**src/rtl/pipeline_pkg.sv**
```systemverilog
// Shared pipeline definitions: result-select encodings and register-file index width.
package pipeline_pkg;

   localparam int REG_IDX_W = 5;

   typedef enum logic [2:0] {
      RES_ALU      = 3'b000,
      RES_PCTARGET = 3'b001,
      RES_PCPLUS4  = 3'b010,
      RES_IMM      = 3'b011,
      RES_MEM      = 3'b100
   } result_src_e;

endpackage

```
**src/rtl/retire_counters.sv**
```systemverilog
// Free-running cycle counter and retired-instruction counter; both wrap.
module retire_counters #(
   parameter int CNT_WIDTH = 64
) (
   input  logic                 clk,
   input  logic                 reset,
   input  logic                 retire,
   output logic [CNT_WIDTH-1:0] cycle_cnt,
   output logic [CNT_WIDTH-1:0] instret_cnt
);

   // Count every non-reset cycle and every retire event
   always_ff @(posedge clk) begin
      if (reset) begin
         cycle_cnt   <= '0;
         instret_cnt <= '0;
      end else begin
         cycle_cnt <= cycle_cnt + 1'b1;
         if (retire)
            instret_cnt <= instret_cnt + 1'b1;
      end
   end

endmodule

```
**src/rtl/writeback_stage.sv**
```systemverilog
// Writeback stage: M/W pipeline register, result select, RF write port drive,
// one-entry retired-write history for late bypass.
// Optional cycle/instret counters are built when WB_RETIRE_COUNTERS_EN is defined;
// otherwise CycleCntW and InstRetCntW read 0.
module writeback_stage
   import pipeline_pkg::*;
#(
   parameter int WIDTH     = 32,
   parameter int CNT_WIDTH = 64
) (
   input  logic                 clk,
   input  logic                 reset,
   input  logic [WIDTH-1:0]     ALUResultM,
   input  logic [WIDTH-1:0]     ReducedDataM,
   input  logic [WIDTH-1:0]     PCTargetM,
   input  logic [WIDTH-1:0]     PCPlus4M,
   input  logic [WIDTH-1:0]     ImmExtM,
   input  logic [REG_IDX_W-1:0] RdM,
   input  logic [2:0]           ResultSrcM,
   input  logic                 RegWriteM,
   input  logic                 ValidM,
   input  logic                 StallW,
   input  logic                 FlushW,
   output logic [WIDTH-1:0]     ResultW,
   output logic [REG_IDX_W-1:0] RdW,
   output logic                 RegWriteW,
   output logic                 ValidW,
   output logic [WIDTH-1:0]     HistDataW,
   output logic [REG_IDX_W-1:0] HistRdW,
   output logic                 HistValidW,
   output logic [CNT_WIDTH-1:0] CycleCntW,
   output logic [CNT_WIDTH-1:0] InstRetCntW
);

   logic [WIDTH-1:0]     alu_result_p1;
   logic [WIDTH-1:0]     reduced_data_p1;
   logic [WIDTH-1:0]     pc_target_p1;
   logic [WIDTH-1:0]     pc_plus4_p1;
   logic [WIDTH-1:0]     imm_ext_p1;
   logic [REG_IDX_W-1:0] rd_p1;
   logic [2:0]           result_src_p1;
   logic                 reg_write_p1;
   logic                 vld_p1;

   logic                 load_en;
   logic                 reg_write_d;
   logic                 vld_d;
   logic                 retire;

   // Flush overrides stall: it opens the register and zeroes the control bits on D
   always_comb begin
      load_en     = ~StallW | FlushW;
      reg_write_d = RegWriteM & ~FlushW;
      vld_d       = ValidM & ~FlushW;
   end

   // ---- M -> W stage boundary ----
   // W register; the data fields follow M even on a flush, only control is killed
   always_ff @(posedge clk) begin
      if (reset) begin
         alu_result_p1   <= '0;
         reduced_data_p1 <= '0;
         pc_target_p1    <= '0;
         pc_plus4_p1     <= '0;
         imm_ext_p1      <= '0;
         rd_p1           <= '0;
         result_src_p1   <= '0;
         reg_write_p1    <= 1'b0;
         vld_p1          <= 1'b0;
      end else if (load_en) begin
         alu_result_p1   <= ALUResultM;
         reduced_data_p1 <= ReducedDataM;
         pc_target_p1    <= PCTargetM;
         pc_plus4_p1     <= PCPlus4M;
         imm_ext_p1      <= ImmExtM;
         rd_p1           <= RdM;
         result_src_p1   <= ResultSrcM;
         reg_write_p1    <= reg_write_d;
         vld_p1          <= vld_d;
      end
   end

   // Result select: bit 2 picks load data, otherwise the low two bits choose
   always_comb begin
      ResultW = imm_ext_p1;
      if (result_src_p1[2]) begin
         ResultW = reduced_data_p1;
      end else begin
         case (result_src_e'({1'b0, result_src_p1[1:0]}))
            RES_ALU:      ResultW = alu_result_p1;
            RES_PCTARGET: ResultW = pc_target_p1;
            RES_PCPLUS4:  ResultW = pc_plus4_p1;
            default:      ResultW = imm_ext_p1;
         endcase
      end
   end

   // RF write port drive; writes to x0 and bubbles are suppressed here
   always_comb begin
      RdW       = rd_p1;
      ValidW    = vld_p1;
      RegWriteW = reg_write_p1 & vld_p1 & (rd_p1 != '0);
      retire    = vld_p1 & ~StallW;
   end

   // History captures the last write that actually left W; only reset clears it
   always_ff @(posedge clk) begin
      if (reset) begin
         HistDataW  <= '0;
         HistRdW    <= '0;
         HistValidW <= 1'b0;
      end else if (retire && RegWriteW) begin
         HistDataW  <= ResultW;
         HistRdW    <= RdW;
         HistValidW <= 1'b1;
      end
   end

`ifdef WB_RETIRE_COUNTERS_EN
   retire_counters #(
      .CNT_WIDTH (CNT_WIDTH)
   ) u_retire_counters (
      .clk         (clk),
      .reset       (reset),
      .retire      (retire),
      .cycle_cnt   (CycleCntW),
      .instret_cnt (InstRetCntW)
   );
`else
   assign CycleCntW   = '0;
   assign InstRetCntW = '0;
`endif

endmodule

```
**config.mk**
```make
export PLATFORM = sky130hd
export DESIGN_NAME = writeback_stage
export DESIGN_NICKNAME = d
export VERILOG_FILES = /design/src/rtl/pipeline_pkg.sv /design/src/rtl/retire_counters.sv /design/src/rtl/writeback_stage.sv
export SDC_FILE = /design/constraint.sdc
export NUM_CORES = 1
export LEC_CHECK = 0
export CAP_MARGIN = 20
export CORE_MARGIN = 4
export CORE_UTILIZATION = 48
export DETAILED_ROUTE_END_ITERATION = 8
export PLACE_DENSITY = 0.95
export SETUP_SLACK_MARGIN = 0.02
export SLEW_MARGIN = 10
export SYNTH_ARGS = -nofsm -noshare
export SYNTH_HDL_FRONTEND = slang
export SYNTH_SLANG_ARGS = --single-unit
export TNS_END_PERCENT = 5
```
**constraint.sdc**
```tcl
create_clock -name clk -period 2.5 [get_ports clk]
set_input_delay 0.375 -clock clk [delete_from_list [all_inputs] [get_ports clk]]
set_output_delay 0.375 -clock clk [all_outputs]
set_load 0.05 [all_outputs]
```
==> metrics.yaml <==
floorplan:
  initial_core_util_pct: 48.6
  num_rows: 53
  core_um2: 21000
  die_height_um: 154
  ios: 379
  die_w_um: 154
  dieArea_um2: 23600
placed_design:
  port_buffers: 250
  dp_slack_ps: 267
  dp_hpwl_mm: 22.1
  gp_congestion: 0.916
drt:
  wire_per_inst_um: 17.8
  ant_nets: 0
  drtIter0Drc: 650
  wirelength_mm: 30.8
  vias: 8988
  viasPerCell: 5.20
  dr.pass1.iters: 5
  drc: 0
timing:
  finalCriticalPeriod_ps: 2470
  rsz0062_at_grt: "true"
  setup_violations: 0
  maxSlewViolCount: 0
  tightest_slew_ps: 599
  relSlewSlack_pct: 60.0
  clock_skew_ps: 11.3
  final.setup.worst_slack_ps: 27.1
  finalCritPeriodShare_pct: 98.9
  tns_ps: 0
  report.final.hold_viol_count: 0
  max_freq_ghz: 0.404
outcome:
  status: "finished clean"
global_route:
  grt_antenna_before_repair: 5
  grt-ovfl-total: 0
  grt_usage_pct: 24.2
  grt_pass1_wl_mm: 46.2
  grt_pass1_vias: 8600
  grt_start_max_net_pins: 100
pwr:
  p_leak_uw: 0.00547
  finalPower_uw: 9010
  p_per_area_nw_per_um2: 668
  ir_drop_v: 0.000416
setup_path:
  worst-setup-path-type: "reg -> out"
  reg2reg_from: "reg_write_p1"
  reg2reg_depth: 5
  r2r_slack_ps: 610
  crit_arrival_ps: 2100
  endpoint_kind: "output port"
  cp_max_fo: 6
  critPathLaunchType: "flip-flop"
  worst_ep_required_time_ps: 2120
  timing.rr.end: "HistRdW[2]"
logic_synthesis:
  synth_top_family_by_area: "simple AND/OR/NAND/NOR gates"
  synth_cell_type_count: 25
  synth-seq-area-share_pct: 40.9
  synth_xor_area_share_pct: 0
  synth_area_leaders: "dfxtp_1, nand2_1, a21oi_1"
  synthCells: 1225
  synth_ff_type: "dfxtp_1"
  synth_simple_gate_area_share_pct: 17.1
  ys_warn_count: 0
  synth_mux_area_share_pct: 10.4
  ys_ff_latch: 208
  synth_area_um2: 10200
  post-synth-top-area-fraction_pct: 40.9
  avgSynthCellArea_um2: 8.32
  synth_compound_area_share_pct: 15.6
  synth-edff-count: 0
  synth_largest_area_cell: "dfxtp_1"
  synth_fa_ha_area_share_pct: 0
  async_reset_ff_share_pct: 0
  synth_most_common_cell: "nand2_1"
  yosys-top-cells-count: "nand2_1, a21oi_1, dfxtp_1"
clocking:
  cts-htree-levels: 1
  cts_tree: "done"
  clk_latency_ps: 510
  root_buffer: "clkbuf_16"
  cts_buffer_depth: 3
  cts_buffers: 23
  path_clk_slew_ps: 60
  cts_num_sinks: 208
  ctsHoldBuffers: 0
min_path:
  holdPathStages: 2
  hold_path_class: "in -> reg"
  hold_end: "alu_result_p1[15]"
  min_from: "reset"
job:
  maxCapViolCount: 0
finish:
  syn_to_final_growth_pct: 32.5
  final_layout_size_suffix_gt1_share_pct: 13.6
  utilization_pct: 64.4
  fill_cells: 1697
  nNetsFinal: 1606
[worst max-delay path, stage by stage (launching register included)]
cell and delay, ps:
dfxtp_4 390, buf_8 140, mux4_2 590, mux2i_4 220, inv_2 80, buf_6 160
[layout make-up]
class | instances | area, um2 | share of cell area [%]
multi-input combinational | 882 | 5170 | 38.3
sequential | 208 | 4180 | 30.9
clock inverter | 9 | 130 | 0.964
inverter | 32 | 120 | 0.890
timing repair buffer | 285 | 2910 | 21.6
antenna | 6 | 15.0 | 0.111
tap | 275 | 344 | 2.55
clock buffer | 31 | 626 | 4.63
[flip-flops by register name (all words and copies together), names as in the netlist, 3 cells and up]
signal,count
alu_result_p1,32
result_src_p1,3
HistDataW,32
reduced_data_p1,32
pc_target_p1,32
imm_ext_p1,32
RdW,5
HistRdW,5
pc_plus4_p1,32
[logic make-up (layout without fill, tap and decap cells)]
group           count (synthesis)  count (layout)
compound gates                270             270
buf+inv                       262             357
flops                         208             208
mux                            66              66
other cells                     1             134
simple gates                  418             418
[timing repair]
action | in CTS | in global routing
hold endpoints to repair | 0 | 0
buffers inserted | 1 | 2
pin swaps | 0 | 0
gates resized for setup | 53 | 43
endpoints found under the setup margin | 31 | 31
[worst max-delay path by stage]
stage	slack [ps]	cells past startpoint	end	start
after floorplan	240	3	RegWriteW	RdW[4]
after global placement	370	5	ResultW[21]	result_src_p1[1]
after detailed placement	270	6	alu_result_p1[18]	StallW
after CTS	-30	5	ResultW[28]	result_src_p1[1]
after global routing	-60	5	ResultW[14]	result_src_p1[0]
final	30	5	ResultW[20]	result_src_p1[1]
[power breakdown]
part | internal [uW] | leakage (uW) | switching [uW]
sequential | 3490 | 0.00172 | 132
clock | 2070 | 0.000368 | 1360
combinational | 714 | 0.00339 | 1250
[metal layers]
metal	routed length, um	share of wire, %	up-vias	track usage (%)
met5	0	0	-	0
met4	1200	3.9	0	10.1
met3	2380	7.7	72	4.50
met2	15100	49	405	40.6
met1	12100	39	4249	30.6
li1	-	-	4262	-
[cell usage in the layout (no fill, tap or decap), types with 2 or more instances in the layout]
cell | netlist | layout
nand2_1 | 337 | 337
a21oi_1 | 228 | 228
clkdlybuf4s50_1 | 0 | 213
dfxtp_1 | 208 | 203
conb_1 | 1 | 128
buf_4 | 131 | 37
nor3_1 | 33 | 33
mux4_2 | 32 | 32
nor2b_1 | 32 | 31
a2111o_1 | 31 | 31
clkbuf_16 | 0 | 23
buf_6 | 9 | 21
inv_1 | 32 | 19
mux2i_4 | 0 | 19
mux2i_2 | 0 | 13
inv_2 | 0 | 13
buf_12 | 2 | 11
diode_2 | 0 | 6
clkbuf_1 | 39 | 6
nand2b_1 | 6 | 5
nand3b_1 | 5 | 5
o21ai_0 | 5 | 5
a21oi_2 | 3 | 3
clkinv_2 | 0 | 3
bufinv_16 | 0 | 3
buf_8 | 0 | 3
dfxtp_4 | 0 | 3
dfxtp_2 | 0 | 2
nor2_1 | 2 | 2
and3b_1 | 2 | 2
mux2i_1 | 34 | 2
inv_6 | 0 | 2
clkbuf_8 | 0 | 2
[metrics by stage]
stage / cells / cell area, um2 / hold WS, ps
global placement: 1679 / 12300 / 435
global route: 1727 / 13500 / 364
finish: 1728 / 13500 / 350
CTS: 1720 / 13300 / 329
floorplan: 1352 / 10700 / 429
detailed placement: 1679 / 12300 / 442
Note: power is estimated with default switching activity, not from simulation.
